[config.mk]
export PLATFORM = sky130hd
export DESIGN_NAME = instr_encoder
export DESIGN_NICKNAME = d
export VERILOG_FILES = /design/src/rtl/instr_encoder.sv
export SDC_FILE = /design/constraint.sdc
export NUM_CORES = 1
export LEC_CHECK = 0
export ABC_AREA = 1
export BUFFER_PORTS_ARGS = -buffer_cell sky130_fd_sc_hd__buf_2
export CAP_MARGIN = 25
export CORE_ASPECT_RATIO = 0.8
export CORE_MARGIN = 10
export CORE_UTILIZATION = 55
export CTS_CLUSTER_DIAMETER = 30
export DETAILED_ROUTE_END_ITERATION = 6
export PLACE_DENSITY = 0.76
export SYNTH_ARGS = -nofsm -noshare
export SYNTH_HDL_FRONTEND = slang
export SYNTH_SLANG_ARGS = --single-unit
export TNS_END_PERCENT = 30
[constraint.sdc]
create_clock -name clk -period 8.6 [get_ports clk]
set_clock_uncertainty 0.15 [all_clocks]
set_input_delay 0 -clock clk [delete_from_list [all_inputs] [get_ports clk]]
set_output_delay 0 -clock clk [all_outputs]
set_load 0.05 [all_outputs]
[src/rtl/instr_encoder.sv]
// instr_encoder: packs symbolic LEGv8 requests (R/D/CB formats) into 32-bit
// words, buffers them in a small circular FIFO and streams them, with
// sequential byte addresses, to an instruction-memory write port.
module instr_encoder #(
    parameter int          DEPTH     = 4,
    parameter int          ADDR_W    = 8,
    parameter int unsigned BASE_ADDR = 0
) (
    input  logic              clk,
    input  logic              rst,
    input  logic              in_valid,
    output logic              in_ready,
    input  logic [2:0]        op_sel,
    input  logic [4:0]        rd,
    input  logic [4:0]        rn,
    input  logic [4:0]        rm,
    input  logic [18:0]       imm,
    input  logic              restart,
    output logic              out_valid,
    input  logic              out_ready,
    output logic [ADDR_W-1:0] out_addr,
    output logic [31:0]       out_instr,
    output logic              err_illegal,
    output logic [15:0]       words_written
);

    localparam int PTR_W = $clog2(DEPTH);
    localparam logic [ADDR_W-1:0] BASE = ADDR_W'(BASE_ADDR);

    localparam logic [2:0] OP_ADD  = 3'd0;
    localparam logic [2:0] OP_SUB  = 3'd1;
    localparam logic [2:0] OP_AND  = 3'd2;
    localparam logic [2:0] OP_ORR  = 3'd3;
    localparam logic [2:0] OP_LDUR = 3'd4;
    localparam logic [2:0] OP_STUR = 3'd5;
    localparam logic [2:0] OP_CBZ  = 3'd6;
    localparam logic [2:0] OP_ILL  = 3'd7;

    // Pack one request into its machine word; the illegal opcode yields zero
    // but is never stored.
    function automatic logic [31:0] encodeInstr(
        input logic [2:0]  op,
        input logic [4:0]  fRd,
        input logic [4:0]  fRn,
        input logic [4:0]  fRm,
        input logic [18:0] fImm
    );
        logic [31:0] word;
        case (op)
            OP_ADD:  word = {11'b10001011000, fRm, 6'b000000, fRn, fRd};
            OP_SUB:  word = {11'b11001011000, fRm, 6'b000000, fRn, fRd};
            OP_AND:  word = {11'b10001010000, fRm, 6'b000000, fRn, fRd};
            OP_ORR:  word = {11'b10101010000, fRm, 6'b000000, fRn, fRd};
            OP_LDUR: word = {11'b11111000010, fImm[8:0], 2'b00, fRn, fRd};
            OP_STUR: word = {11'b11111000000, fImm[8:0], 2'b00, fRn, fRd};
            OP_CBZ:  word = {8'b10110100, fImm, fRd};
            default: word = 32'h0000_0000;
        endcase
        return word;
    endfunction

    logic [31:0]      fifoMem [DEPTH];
    logic [PTR_W:0]   wrPtr;
    logic [PTR_W:0]   rdPtr;
    logic [ADDR_W-1:0] headAddr;

    logic fifoFull;
    logic fifoEmpty;
    logic accept;
    logic isIllegal;
    logic doPush;
    logic doPop;
    logic [31:0] encWord;

    // Full when pointers differ only in the wrap bit; empty when identical.
    assign fifoFull  = (wrPtr[PTR_W] != rdPtr[PTR_W]) &&
                       (wrPtr[PTR_W-1:0] == rdPtr[PTR_W-1:0]);
    assign fifoEmpty = (wrPtr == rdPtr);

    assign in_ready  = !fifoFull;
    assign out_valid = !fifoEmpty;
    assign out_instr = fifoMem[rdPtr[PTR_W-1:0]];
    assign out_addr  = headAddr;

    // Handshake qualification; restart discards any transfer in its cycle.
    always_comb begin
        accept    = 1'b0;
        isIllegal = 1'b0;
        doPush    = 1'b0;
        doPop     = 1'b0;
        encWord   = encodeInstr(op_sel, rd, rn, rm, imm);
        if (restart) begin
            accept    = 1'b0;
            isIllegal = 1'b0;
            doPush    = 1'b0;
            doPop     = 1'b0;
        end else begin
            accept    = in_valid && !fifoFull;
            isIllegal = accept && (op_sel == OP_ILL);
            doPush    = accept && (op_sel != OP_ILL);
            doPop     = !fifoEmpty && out_ready;
        end
    end

    // Storage array; contents need no reset because validity lives in the pointers.
    always_ff @(posedge clk) begin
        if (doPush) begin
            fifoMem[wrPtr[PTR_W-1:0]] <= encWord;
        end else begin
            fifoMem[wrPtr[PTR_W-1:0]] <= fifoMem[wrPtr[PTR_W-1:0]];
        end
    end

    // Pointers, head address, pop counter and the illegal-request pulse.
    always_ff @(posedge clk or posedge rst) begin
        if (rst) begin
            wrPtr         <= '0;
            rdPtr         <= '0;
            headAddr      <= BASE;
            words_written <= 16'h0000;
            err_illegal   <= 1'b0;
        end else if (restart) begin
            wrPtr         <= '0;
            rdPtr         <= '0;
            headAddr      <= BASE;
            words_written <= 16'h0000;
            err_illegal   <= 1'b0;
        end else begin
            err_illegal <= isIllegal;
            if (doPush) begin
                wrPtr <= wrPtr + (PTR_W + 1)'(1);
            end else begin
                wrPtr <= wrPtr;
            end
            if (doPop) begin
                rdPtr    <= rdPtr + (PTR_W + 1)'(1);
                headAddr <= headAddr + ADDR_W'(4);
                if (words_written != 16'hFFFF) begin
                    words_written <= words_written + 16'h0001;
                end else begin
                    words_written <= words_written;
                end
            end else begin
                rdPtr         <= rdPtr;
                headAddr      <= headAddr;
                words_written <= words_written;
            end
        end
    end

endmodule

# After elaboration in Yosys (flattened, before gate mapping)
# Memories as Yosys holds them, arrays and structs flattened.
# Cells that the tools add are included.
# Widths: inputs -> output; s select.
totals:
  regBits: 31
  ram_bits: 128
  in_bits: 42
  n_memories: 1
memory_table:
  columns: ["name", "depth", "word_bits", "rd", "rd_clocked_by_memory_dff", "wr", "line", "rtl"]
  rows:
  - ["fifoMem", 4, 32, 1, 0, 1, "62", "logic [31:0] fifoMem [DEPTH];"]
op_classes:
  addsub: 4
  n_eq_ne: 13
  mux: 17
  bitwise_logic: 1
  n_reduce_logical: 13
ops:
  columns: ["operator", "n"]
  rows:
  - ["$pmux 32 s7", 1]
  - ["$mux 16", 3]
  - ["$mux 32", 1]
  - ["$add 16x1->16 const B", 1]
  - ["$mux 8", 2]
  - ["$ne 16x16->1 const B", 1]
  - ["$eq 3x3->1 const B", 4]
  - ["$mux 3", 4]
  - ["$add 8x3->8 const B", 1]
  - ["$add 3x1->3 const B", 2]
  - ["$eq 3x2->1 const B", 2]
  - ["$mux 1", 6]
  - ["$reduce_bool 2->1", 3]
  - ["$logic_and 1x1->1", 5]
  - ["$reduce_and 2->1", 2]
  - ["$eq 3x1->1 const B", 1]
  - ["$eq 3x3->1", 1]
  - ["$logic_not 3->1", 1]
  - ["$ne 3x3->1 const B", 1]
  - ["$eq 2x2->1", 1]
  - ["$logic_not 1->1", 2]
  - ["$ne 0x0->1", 1]
  - ["$ne 1x1->1", 1]
  - ["$or 1x1->1", 1]

# Longest topological paths before layout
# Gate-level depths: netlist of run 1.
depth:
  depth_word: 9
  depth_mapped: 10
  depth_no_buf: 9

# Worst setup path before layout of run 1
# Ideal clock, no wire load.
synth_path:
  path_type: "register to register"
  startpoint: "register rdPtr[1]"
  endpoint: "memory fifoMem[0][0] (enable)"
  setup_time_ps: 421
  t_arrival_ps: 2843
  slack_ps: 5186
  stages_incl_launch_ff: 7
  path_buffers: 0
  period_less_slack_ps: 3414
  path_cell_list: "dfrtp_1 -> inv_2 -> nand2_1 -> nand2_1 -> nand3b_1 -> nand4_1 -> nor2_1"
synth_between:
  elab_chain_cells: 9
  word_cells_on_any_way: 11
synth_lines:
  columns: ["element", "line", "rtl"]
  rows:
  - ["from (decl)", "64", "logic [PTR_W:0] rdPtr;"]
  - ["from (signal assigned)", "136", "rdPtr <= rdPtr + (PTR_W + 1)'(1);"]
  - ["from (signal assigned)", "144", "rdPtr <= rdPtr;"]
  - ["$eq 2x2->1 (*)", "77", "(wrPtr[PTR_W-1:0] == rdPtr[PTR_W-1:0]);"]
  - ["$logic_and 1x1->1 (*)", "76", "assign fifoFull = (wrPtr[PTR_W] != rdPtr[PTR_W]) &&"]
  - ["$logic_not 1->1 (*)", null, null]
  - ["net in_ready", "12", "output logic in_ready,"]
  - ["$logic_and 1x1->1 (*)", "98", "accept = in_valid && !fifoFull;"]
  - ["$logic_and 1x1->1 (*)", "100", "doPush = accept && (op_sel != OP_ILL);"]
  - ["$mux 1 (*)", "92", "if (restart) begin"]
  - ["$mux 1, on equally long branches", "107, 110", null]
  - ["$mux 1 (not written as such) / $reduce_and 2->1 (equally long branches)", null, null]
  - ["$or 1x1->1 (no source line) (*)", null, null]
  - ["to (decl)", "62", null]
# Mark *: on every way through the listed nets, which the timed path passes. The rest lies on a longest branch.

# Worst setup path in the final report of run 1
layout_path:
  startpoint: "input op_sel[2]"
  endpoint: "memory fifoMem[2][2] (enable)"
layout_between:
  elab_chain_cells: 6
  word_cells_on_any_way: 8
layout_lines:
  columns: ["element", "line", "rtl"]
  rows:
  - ["from (decl)", "13", "input logic [2:0] op_sel,"]
  - ["$ne 3x3->1 (*)", "100", null]
  - ["$logic_and 1x1->1 (*)", "100", null]
  - ["$mux 1 (*)", "92", null]
  - ["$mux 1, on equally long branches", "107, 110", null]
  - ["$mux 1 (not written as such) / $reduce_and 2->1 (equally long branches)", null, null]
  - ["$or 1x1->1 (no source line) (*)", null, null]
# Mark *: on every way between the ends. The rest lies on a longest branch, timed or not.

==> flow_metrics.env, run 1 <==
export IMPL_switching_power_w=0.000608
export IMPL_run_status="completed"
export IMPL_cts_max_path_buffers=2
export IMPL_postLayoutCellArea_sq_mm=0.00869
export IMPL_seqCellArea_sq_mm=0.00457
export IMPL_m1WireLength_mm=7.18
export IMPL_timing_slew_headroom_pct=50.5
export IMPL_synth_cell_types=35
export IMPL_fmax_ghz=0.309
export IMPL_grt_antenna_before_repair=1
export IMPL_cap_violations=0
export IMPL_async_reset_ff_share_pct=18.5
export IMPL_end_kind="register"
export IMPL_io_buffers=98
export IMPL_r2r_cells=8
export IMPL_grt_max_degree=68
export IMPL_wl_met2_mm=8.31
export IMPL_overflow=0
export IMPL_drc=0
export IMPL_dp_slack_ns=4.85
export IMPL_multi_input_area_sq_mm=0.00203
export IMPL_top_layer_used="met4"
export IMPL_vias=5437
export IMPL_path_clk_slew_ns=0.06
export IMPL_critPathSlowestCell="nand2_1"
export IMPL_num_io_pins=101
export IMPL_syn_cell_area_sq_mm=0.00692
export IMPL_critPathKind="primary input to register"
export IMPL_die_w_microns=145
export IMPL_cts_tree="done"
export IMPL_drt_iter0_markers=716
export IMPL_reg2reg_to="fifoMem[2][2]"
export IMPL_path_buf_inv=4
export IMPL_core_area_sq_mm=0.0123
export IMPL_area_growth_pct=25.5
export IMPL_cp_max_fo=32
export IMPL_arrival_ns=3.14
export IMPL_leakage_nw=3.48
export IMPL_die_y_microns=120
export IMPL_antenna_left=0
export IMPL_layout_min_cycle_time_ns=3.24
export IMPL_drive_gt1_share_pct=20.4
export IMPL_place_area_sq_mm=0.00755
export IMPL_final_cells=966
export IMPL_root_buffer="clkbuf_16"
export IMPL_hp_class="primary input to async pin"
export IMPL_clk_latency_ns=0.42
export IMPL_synth_seq_cells=157
export IMPL_pwr_share_seq_pct=41.1
export IMPL_hpwl_mm=10.1
export IMPL_via_per_inst=5.63
export IMPL_path_cells="dlygate4sd3_1, buf_2, nand2_1, inv_1, nand2_1, nand4_1, nor2_2, buf_4"
export IMPL_cts_sinks=157
export IMPL_routed_wirelength_mm=17.7
export IMPL_setup_viol_count_final=0
export IMPL_intPower_w=0.00150
export IMPL_cpMostUsedCell="nand2_1"
export IMPL_synthFlopType="edfxtp_1"
export IMPL_vdd_drop_max_uv=212
export IMPL_synth_cells=642
export IMPL_fillers=819
export IMPL_cts_buffers=17
export IMPL_gp_congestion=0.854
export IMPL_synth_seq_area_share_pct=66.0
export IMPL_grt_pass1_vias=5259
export IMPL_dp_cells=886
export IMPL_required_ns=8.50
export IMPL_nets=830
export IMPL_post_cts_buffers=0
export IMPL_rsz0062_at_grt="no"
export IMPL_yosys_warnings=0
export IMPL_combPwrFrac_pct=20.0
export IMPL_grt_first_pass_wirelength_mm=27.9
export IMPL_drv_slew=0
export IMPL_routedWlPerCell_microns=18.3
export IMPL_grt_usage_pct=19.9
export IMPL_wl_met3_mm=1.46
export IMPL_die_area_sq_mm=0.0175
export IMPL_dr_pass1_iters=6
export IMPL_hold_violations=0
export IMPL_crit_reg2reg_launch="rdPtr[1]"
export IMPL_finalPower_w=0.00210
export IMPL_worst_pin_slew_ns=0.737
export IMPL_cp_top_family="simple AND/OR/NAND/NOR gates"
export IMPL_post_synth_cell_area_avg_sq_um=10.8
export IMPL_min_period_over_period_pct=37.6
export IMPL_synth_edf_count=128
export IMPL_timing_final_ws_setup_ns=5.36
export IMPL_p_per_area_mw_per_mm2=242
export IMPL_clkPwrFrac_pct=38.9
export IMPL_start_util_pct=56.5
export IMPL_setup_tns_ns=0
export IMPL_max_stage_delay_ns=0.63
export IMPL_htree_levels=4
export IMPL_ff2ff_setup_slack_ns=5.70
export IMPL_start_kind="primary input"
export IMPL_p_sw_share_pct=28.9
export IMPL_fp_row_count=36
==> stage by stage <==
| stage | hold slack [ns] | util (%) |
|---|---|---|
| after global routing | 0.101 | 70.9 |
| after detailed placement | -0.0402 | 61.6 |
| after CTS | 0.0689 | 70.5 |
| final | 0.0528 | 70.9 |
| after floorplan | -0.0719 | - |
| after global placement | 0.142 | 61.4 |
==> Yosys cell counts, types with 4 or more instances <==
master	number	area share, %
o21ai_2	10	1.3
nand2_2	6	0.54
nand3_1	30	2.2
a21oi_1	10	0.72
ha_1	7	1.3
clkbuf_1	23	1.2
o21bai_1	4	0.43
a22o_1	4	0.51
o22ai_1	32	2.9
buf_2	4	0.29
edfxtp_1	128	56
nand2_1	92	5.0
inv_1	45	2.4
dfrtp_1	29	10
o21ai_0	84	6.1
nand4_1	5	0.45
nor2_1	98	5.3
==> tightest hold or removal path, stage by stage <==
cell           delay [ns]
dlygate4sd3_1        0.53
buf_2                0.12
inv_1                0.45
==> cells by family (layout without fill, tap and decap cells) <==
| logic type | after synthesis | in the layout | synth area share [%] |
|---|---|---|---|
| DFF | 157 | 157 | 66.0 |
| AOI/OAI and AO/OA | 151 | 151 | 12.5 |
| other | 1 | 3 | 0.0542 |
| adders and majority gates | 7 | 7 | 1.27 |
| buffers and inverters | 81 | 232 | 4.90 |
| xor gates and xnor gates | 3 | 3 | 0.380 |
| and+or+nand+nor | 242 | 242 | 14.8 |
==> power by group through the flow <==
| stage | Clock (W) | Combinational (W) | Sequential [W] |
|---|---|---|---|
| 5_1_grt | 0.000860 | 0.000449 | 0.000867 |
| 6_report | 0.000818 | 0.000420 | 0.000865 |
| 3_5_place_dp | 0 | 0.000374 | 0.000893 |
| 2_1_floorplan | 0 | 0.000276 | 0.000893 |
| 4_1_cts | 0.000825 | 0.000393 | 0.000877 |
| 3_3_place_gp | 0 | 0.000366 | 0.000891 |
==> final cells by class <==
cell class	count	area share, %
repair buffers	151	12.0
clock buffers	23	5.16
diodes	1	0.0288
clock inverters	9	2.23
flip-flops and latches	157	52.6
multi-input cells	405	23.3
well taps	171	2.46
inverters	49	2.12
==> worst max-delay path by stage <==
| stage | start | endpoint | slack, ns | depth (start not counted) |
|---|---|---|---|---|
| CTS | rdPtr[0] | fifoMem[2][9] | 4.86 | 7 |
| finish | op_sel[2] | fifoMem[2][2] | 5.36 | 8 |
| global placement | rdPtr[0] | fifoMem[2][5] | 5.01 | 7 |
| floorplan | rdPtr[1] | fifoMem[0][0] | 5.19 | 6 |
| detailed placement | rdPtr[0] | fifoMem[2][5] | 4.85 | 7 |
| global route | op_sel[2] | fifoMem[0][10] | 5.10 | 8 |
==> registers in the layout, indices dropped and copies added (netlist names) <==
signal	flops
fifoMem	128
out_addr	6
wrPtr	3
words_written	16
rdPtr	3
err_illegal	1
==> per-layer routing <==
layer / up-vias / track usage, %
met2: 321 / 30.9
met5: - / 0
met4: 0 / 12.0
li1: 2514 / -
met3: 62 / 4.96
met1: 2540 / 25.0
==> cells in the final DEF, fill, tap and decap left out, types with 4 or more instances in the layout <==
master,instances
nand3_1,30
dlygate4sd3_1,45
edfxtp_1,128
o21ai_2,10
nor2_2,5
a21oi_1,10
dfrtp_1,28
o21ai_0,84
o21bai_1,4
inv_1,45
nor2_1,94
nand4_1,5
a22o_1,4
bufinv_16,6
buf_4,5
nand2_2,6
buf_2,98
ha_1,7
nand2_1,92
clkbuf_16,17
o22ai_1,32
clkbuf_1,6
==> what timing repair did <==
| action | CTS | global route |
|---|---|---|
| hold buffers | 45 | 0 |
| resized for setup | 0 | 0 |
| hold endpoints to repair | 152 | 0 |
Power figures use the tool's default switching activity.
==> run 2: changes to the inputs <==
Settings changed: ABC_AREA 1 to 0.
Clock period 8.6 ns to 3.2 ns, I/O delays scaled along.
==> flow_metrics.env, run 2 <==
export IMPL_required_ns=3.31
export IMPL_path_cells="dlygate4sd3_1, buf_2, clkinv_1, nor3_1, buf_4, a22o_1, dlygate4sd3_1"
export IMPL_routedWlPerCell_microns=21.8
export IMPL_cp_max_fo=12
export IMPL_async_reset_ff_share_pct=18.5
export IMPL_drv_slew=0
export IMPL_path_clk_slew_ns=0.06
export IMPL_synth_seq_area_share_pct=67.5
export IMPL_arrival_ns=2.97
export IMPL_r2r_cells=6
export IMPL_io_buffers=98
export IMPL_cts_max_path_buffers=2
export IMPL_cts_tree="done"
export IMPL_reg2reg_to="rdPtr[1]"
export IMPL_synth_cell_types=55
export IMPL_synth_cells=415
export IMPL_pwr_share_seq_pct=42.3
export IMPL_cap_violations=0
export IMPL_setup_viol_count_final=0
export IMPL_fin_hold_ws_ns=0.0114
export IMPL_max_stage_delay_ns=0.86
export IMPL_fmax_ghz=0.350
export IMPL_nets=614
export IMPL_num_io_pins=101
export IMPL_endpoint="fifoMem[0][6]"
export IMPL_ff2ff_setup_slack_ns=0.41
export IMPL_holdBufCountCts=42
export IMPL_post_cts_buffers=0
export IMPL_start_kind="primary input"
export IMPL_gp_congestion=0.807
export IMPL_rsz0062_at_grt="no"
export IMPL_p_per_area_mw_per_mm2=650
export IMPL_die_w_microns=144
export IMPL_final_util_pct=69.7
export IMPL_final_cells=731
export IMPL_drc=0
export IMPL_core_area_sq_mm=0.0121
export IMPL_overflow=0
export IMPL_crit_reg2reg_launch="rdPtr[1]"
export IMPL_startpoint="op_sel[1]"
export IMPL_antenna_left=0
export IMPL_timing_slew_headroom_pct=33.8
export IMPL_combPwrFrac_pct=21.8
export IMPL_cts_buffers=17
export IMPL_hp_class="primary input to async pin"
export IMPL_grt_usage_pct=19.3
export IMPL_setup_tns_ns=0
export IMPL_ys_top_cells_by_count="edfxtp_1 (128), nor2_1 (33), mux4_2 (32), dfrtp_1 (29), a21oi_1 (18)"
export IMPL_intPower_w=0.00388
export IMPL_synthFlopType="edfxtp_1"
export IMPL_yosys_warnings=0
export IMPL_dp_cells=656
export IMPL_htree_levels=4
export IMPL_run_status="completed"
export IMPL_synth_edf_count=128
export IMPL_final_common_cell="edfxtp_1"
export IMPL_worst_pin_slew_ns=0.985
export IMPL_cts_sinks=157
export IMPL_routed_wirelength_mm=16.0
export IMPL_grt_max_degree=36
export IMPL_vdd_drop_max_uv=526
export IMPL_drt_iter0_markers=424
export IMPL_via_per_inst=6.00
export IMPL_vias=4387
export IMPL_grt_antenna_before_repair=1
export IMPL_layout_min_cycle_time_ns=2.86
export IMPL_end_kind="register"
export IMPL_syn_cell_area_sq_mm=0.00677
export IMPL_clkPwrFrac_pct=36.0
export IMPL_p_sw_share_pct=29.2
export IMPL_fillers=739
export IMPL_hold_violations=0
export IMPL_fp_row_count=36
export IMPL_switching_power_w=0.00160
export IMPL_drive_gt1_share_pct=31.5
export IMPL_dr_pass1_iters=5
export IMPL_finalPower_w=0.00548
export IMPL_grt_first_pass_wirelength_mm=25.4
export IMPL_critPathKind="primary input to register"
export IMPL_die_y_microns=119
export IMPL_grt_pass1_vias=4480
export IMPL_min_period_over_period_pct=89.4
export IMPL_largest_reg_flops=128
export IMPL_area_growth_pct=24.7
export IMPL_cpMostUsedCell="dlygate4sd3_1"
export IMPL_clk_latency_ns=0.42
export IMPL_critPathSlowestCell="nor3_1"
export IMPL_die_area_sq_mm=0.0172
export IMPL_post_cts_resized=0
export IMPL_synth_area_leaders="edfxtp_1 (57%), dfrtp_1 (11%), mux4_2 (11%)"
export IMPL_netlist_area_leader_share_pct=56.8
export IMPL_leakage_nw=3.18
export IMPL_start_util_pct=55.9
export IMPL_yosysMostFrequentCell="edfxtp_1"
export IMPL_yosys_area_top_type="edfxtp_1"
export IMPL_root_buffer="clkbuf_16"
export IMPL_hpwl_mm=9.62
export IMPL_final_cell_mix="edfxtp_1 (128), buf_2 (98), dlygate4sd3_1 (42)"
export IMPL_post_synth_cell_area_avg_sq_um=16.3
export IMPL_synth_seq_cells=157
[run 2: cell count changes in the layout (fill, tap and decap cells not counted), moves of 8 or more]
cell,delta
a21oi_1,+8
inv_1,-35
and2_1,+15
nand3_1,-23
o21ai_2,-10
xnor2_1,+9
o22ai_1,-32
mux4_2,+32
nor2_1,-61
nor2b_1,+8
nand2_1,-81
o21ai_0,-82
[run 2: metal layers]
| metal | part of all wire, % | wire [microns] | vias to the layer above | GRT usage [%] |
|---|---|---|---|---|
| met5 | 0 | 0 | - | 0 |
| met4 | 3.1 | 497 | 0 | 9.49 |
| met2 | 50 | 7980 | 204 | 30.2 |
| li1 | - | - | 1939 | - |
| met3 | 6.5 | 1030 | 43 | 5.16 |
| met1 | 40 | 6440 | 2201 | 24.6 |
[run 2: cell type report]
type | count | area [sq um] | share of cell area [%]
Antenna cell | 1 | 2.50 | 0.0296
Clock buffer | 19 | 433 | 5.13
Clock inverter | 13 | 148 | 1.75
Inverter | 11 | 41.3 | 0.489
Multi-Input combinational cell | 228 | 2050 | 24.3
Sequential cell | 157 | 4570 | 54.1
Tap cell | 152 | 190 | 2.25
Timing Repair Buffer | 150 | 1010 | 11.9
[run 2: logic make-up (layout without fill, tap and decap cells)]
kind of cell,after synthesis,count (layout),synth area share (%)
buffers and inverters,31,193,2.24
AND/OR/NAND/NOR,113,113,9.71
adder cells (fa/ha/maj),7,7,1.29
AO/OA/AOI/OAI,55,55,5.90
other,1,3,0.0554
multiplexers,38,38,11.6
flip-flops,157,157,67.5
XOR/XNOR,13,13,1.68
[run 2: power by group through the flow]
stage | clock network [W] | logic [W] | registers [W]
global placement | 0 | 0.00113 | 0.00235
CTS | 0.00201 | 0.00120 | 0.00232
detailed placement | 0 | 0.00115 | 0.00236
floorplan | 0 | 0.000871 | 0.00238
finish | 0.00197 | 0.00119 | 0.00232
global route | 0.00209 | 0.00127 | 0.00232
[run 2: worst min path at each step]
stage | from | to | slack, ns | depth (start not counted)
2_1_floorplan | rst | err_illegal | -0.07 | 1
3_3_place_gp | in_valid | err_illegal | 0.13 | 3
3_5_place_dp | rst | words_written[9] | -0.09 | 2
4_1_cts | imm[13] | fifoMem[2][18] | 0.004 | 3
5_1_grt | imm[13] | fifoMem[2][18] | 0.07 | 3
6_report | rst | words_written[10] | 0.01 | 3
[run 2: worst max-delay path: cells and delay by family]
kind / cells / cell delay (ns)
buffers and inverters: 5 / 1.96
AND/OR/NAND/NOR: 1 / 0.86
AO/OA/AOI/OAI: 1 / 0.14
[run 2: per-stage QoR]
step                cell area (sq um)  setup WS, ns
floorplan                        6770         0.413
global placement                 7410         0.715
detailed placement               7440         0.654
CTS                              8440         0.441
global route                     8440         0.136
finish                           8440         0.341
==> run 3: changes to the inputs <==
==> constraint.sdc (replaced) <==
create_clock -name clk -period 3.2 [get_ports clk]
set_clock_uncertainty 0.15 [all_clocks]
set_input_delay 0.32 -clock clk [delete_from_list [all_inputs] [get_ports clk]]
set_output_delay 0.32 -clock clk [all_outputs]
set_load 0.05 [all_outputs]
==> flow_metrics.env, run 3 (synthesized netlist as in run 2, its figures left out) <==
export IMPL_final_cell_mix="edfxtp_1 (128), buf_2 (98), nor2_1 (33)"
export IMPL_timing_final_ws_setup_ns=0.466
export IMPL_rsz0062_at_grt="no"
export IMPL_io_buffers=98
export IMPL_num_io_pins=101
export IMPL_required_ns=2.73
export IMPL_vdd_drop_max_uv=521
export IMPL_routed_wirelength_mm=14.6
export IMPL_hp_class="primary input to register"
export IMPL_layout_min_cycle_time_ns=2.73
export IMPL_leakage_nw=3.00
export IMPL_setup_tns_ns=0
export IMPL_die_area_sq_mm=0.0172
export IMPL_gp_congestion=0.826
export IMPL_grt_max_degree=36
export IMPL_root_buffer="clkbuf_16"
export IMPL_worst_pin_slew_ns=0.693
export IMPL_grt_usage_pct=18.0
export IMPL_setup_viol_count_final=0
export IMPL_die_w_microns=144
export IMPL_start_kind="register"
export IMPL_vias=4031
export IMPL_via_per_inst=5.83
export IMPL_hold_violations=0
export IMPL_fillers=831
export IMPL_grt_pass1_vias=4257
export IMPL_nets=577
export IMPL_hpwl_mm=9.78
export IMPL_fp_row_count=36
export IMPL_critPathKind="register to output port"
export IMPL_cp_max_fo=35
export IMPL_end_kind="output port"
export IMPL_fmax_ghz=0.366
export IMPL_dp_slack_ns=0.478
export IMPL_run_status="completed"
export IMPL_p_per_area_mw_per_mm2=672
export IMPL_timing_slew_headroom_pct=53.8
export IMPL_routedWlPerCell_microns=21.2
export IMPL_arrival_ns=2.26
export IMPL_die_y_microns=119
export IMPL_clk_latency_ns=0.43
export IMPL_path_clk_slew_ns=0.06
export IMPL_grt_antenna_before_repair=0
export IMPL_cts_max_path_buffers=2
export IMPL_core_area_sq_mm=0.0121
export IMPL_drive_gt1_share_pct=34.6
export IMPL_dp_cells=659
export IMPL_diodes=0
export IMPL_cap_violations=0
export IMPL_post_cts_buffers=0
export IMPL_dr_pass1_iters=4
export IMPL_final_cells=692
export IMPL_largest_reg_flops=128
export IMPL_drc=0
export IMPL_grt_first_pass_wirelength_mm=23.5
export IMPL_drv_slew=0
export IMPL_cts_sinks=157
export IMPL_antenna_left=0
export IMPL_htree_levels=4
export IMPL_overflow=0
export IMPL_cts_buffers=17
export IMPL_final_common_cell="edfxtp_1"
export IMPL_start_util_pct=55.9
export IMPL_drt_iter0_markers=368
export IMPL_area_growth_pct=18.7
export IMPL_cts_tree="done"
export IMPL_min_period_over_period_pct=85.4
-- run 3: worst max-delay path, cell delays in order (launching register included) --
cell,delay [ns]
dfrtp_2,0.37
buf_4,0.56
xor2_1,0.27
nor3_1,0.33
inv_1,0.07
buf_2,0.22
-- run 3: repair_timing --
item                      in CTS  in global routing
gates resized for setup        0                  0
hold buffers                   2                  0
hold endpoints to repair      15                  0
-- run 3: area by class of cell --
cell class	instances	area, sq um	share of cell area [%]
clock buffers	17	425	5.30
clock inverters	14	148	1.84
inverters	11	41.3	0.514
multi-input cells	228	2050	25.5
flip-flops and latches	157	4570	56.9
well taps	152	190	2.37
repair buffers	113	608	7.57
-- run 3: final timing paths --
check	start	endpoint	slack, ns	cells after the start
max in group asynchronous	rst	out_addr[2]	1.85	4
min in group asynchronous	rst	words_written[9]	0.38	3
max	rdPtr[0]	out_valid	0.47	5
min	rd[2]	fifoMem[1][2]	0.11	2
min reg2reg	words_written[14]	words_written[14]	0.39	1
max reg2reg	rdPtr[0]	words_written[8]	0.49	6
-- run 3: where the power goes --
| part | internal (W) | switching (W) | leakage [nW] |
|---|---|---|---|
| clock | 0.00114 | 0.000803 | 0.269 |
| combinational | 0.000344 | 0.000796 | 1.15 |
| sequential | 0.00228 | 0.0000304 | 1.58 |
-- run 3: per-layer routing --
layer / track usage [%] / part of all wire [%]
met1: 22.8 / 42
met2: 28.5 / 50
met3: 6.75 / 6.4
met4: 4.71 / 1.6
met5: 0 / 0
-- run 3: stage by stage --
stage	area, sq um	power, W	hold WS [ns]	utilization (%)
floorplan	6770	0.00325	0.248	-
finish	8030	0.00540	0.112	66.3
CTS	8030	0.00544	0.105	66.3
global route	8030	0.00560	0.121	66.3
global placement	7440	0.00349	0.254	61.4
detailed placement	7440	0.00351	0.272	61.4
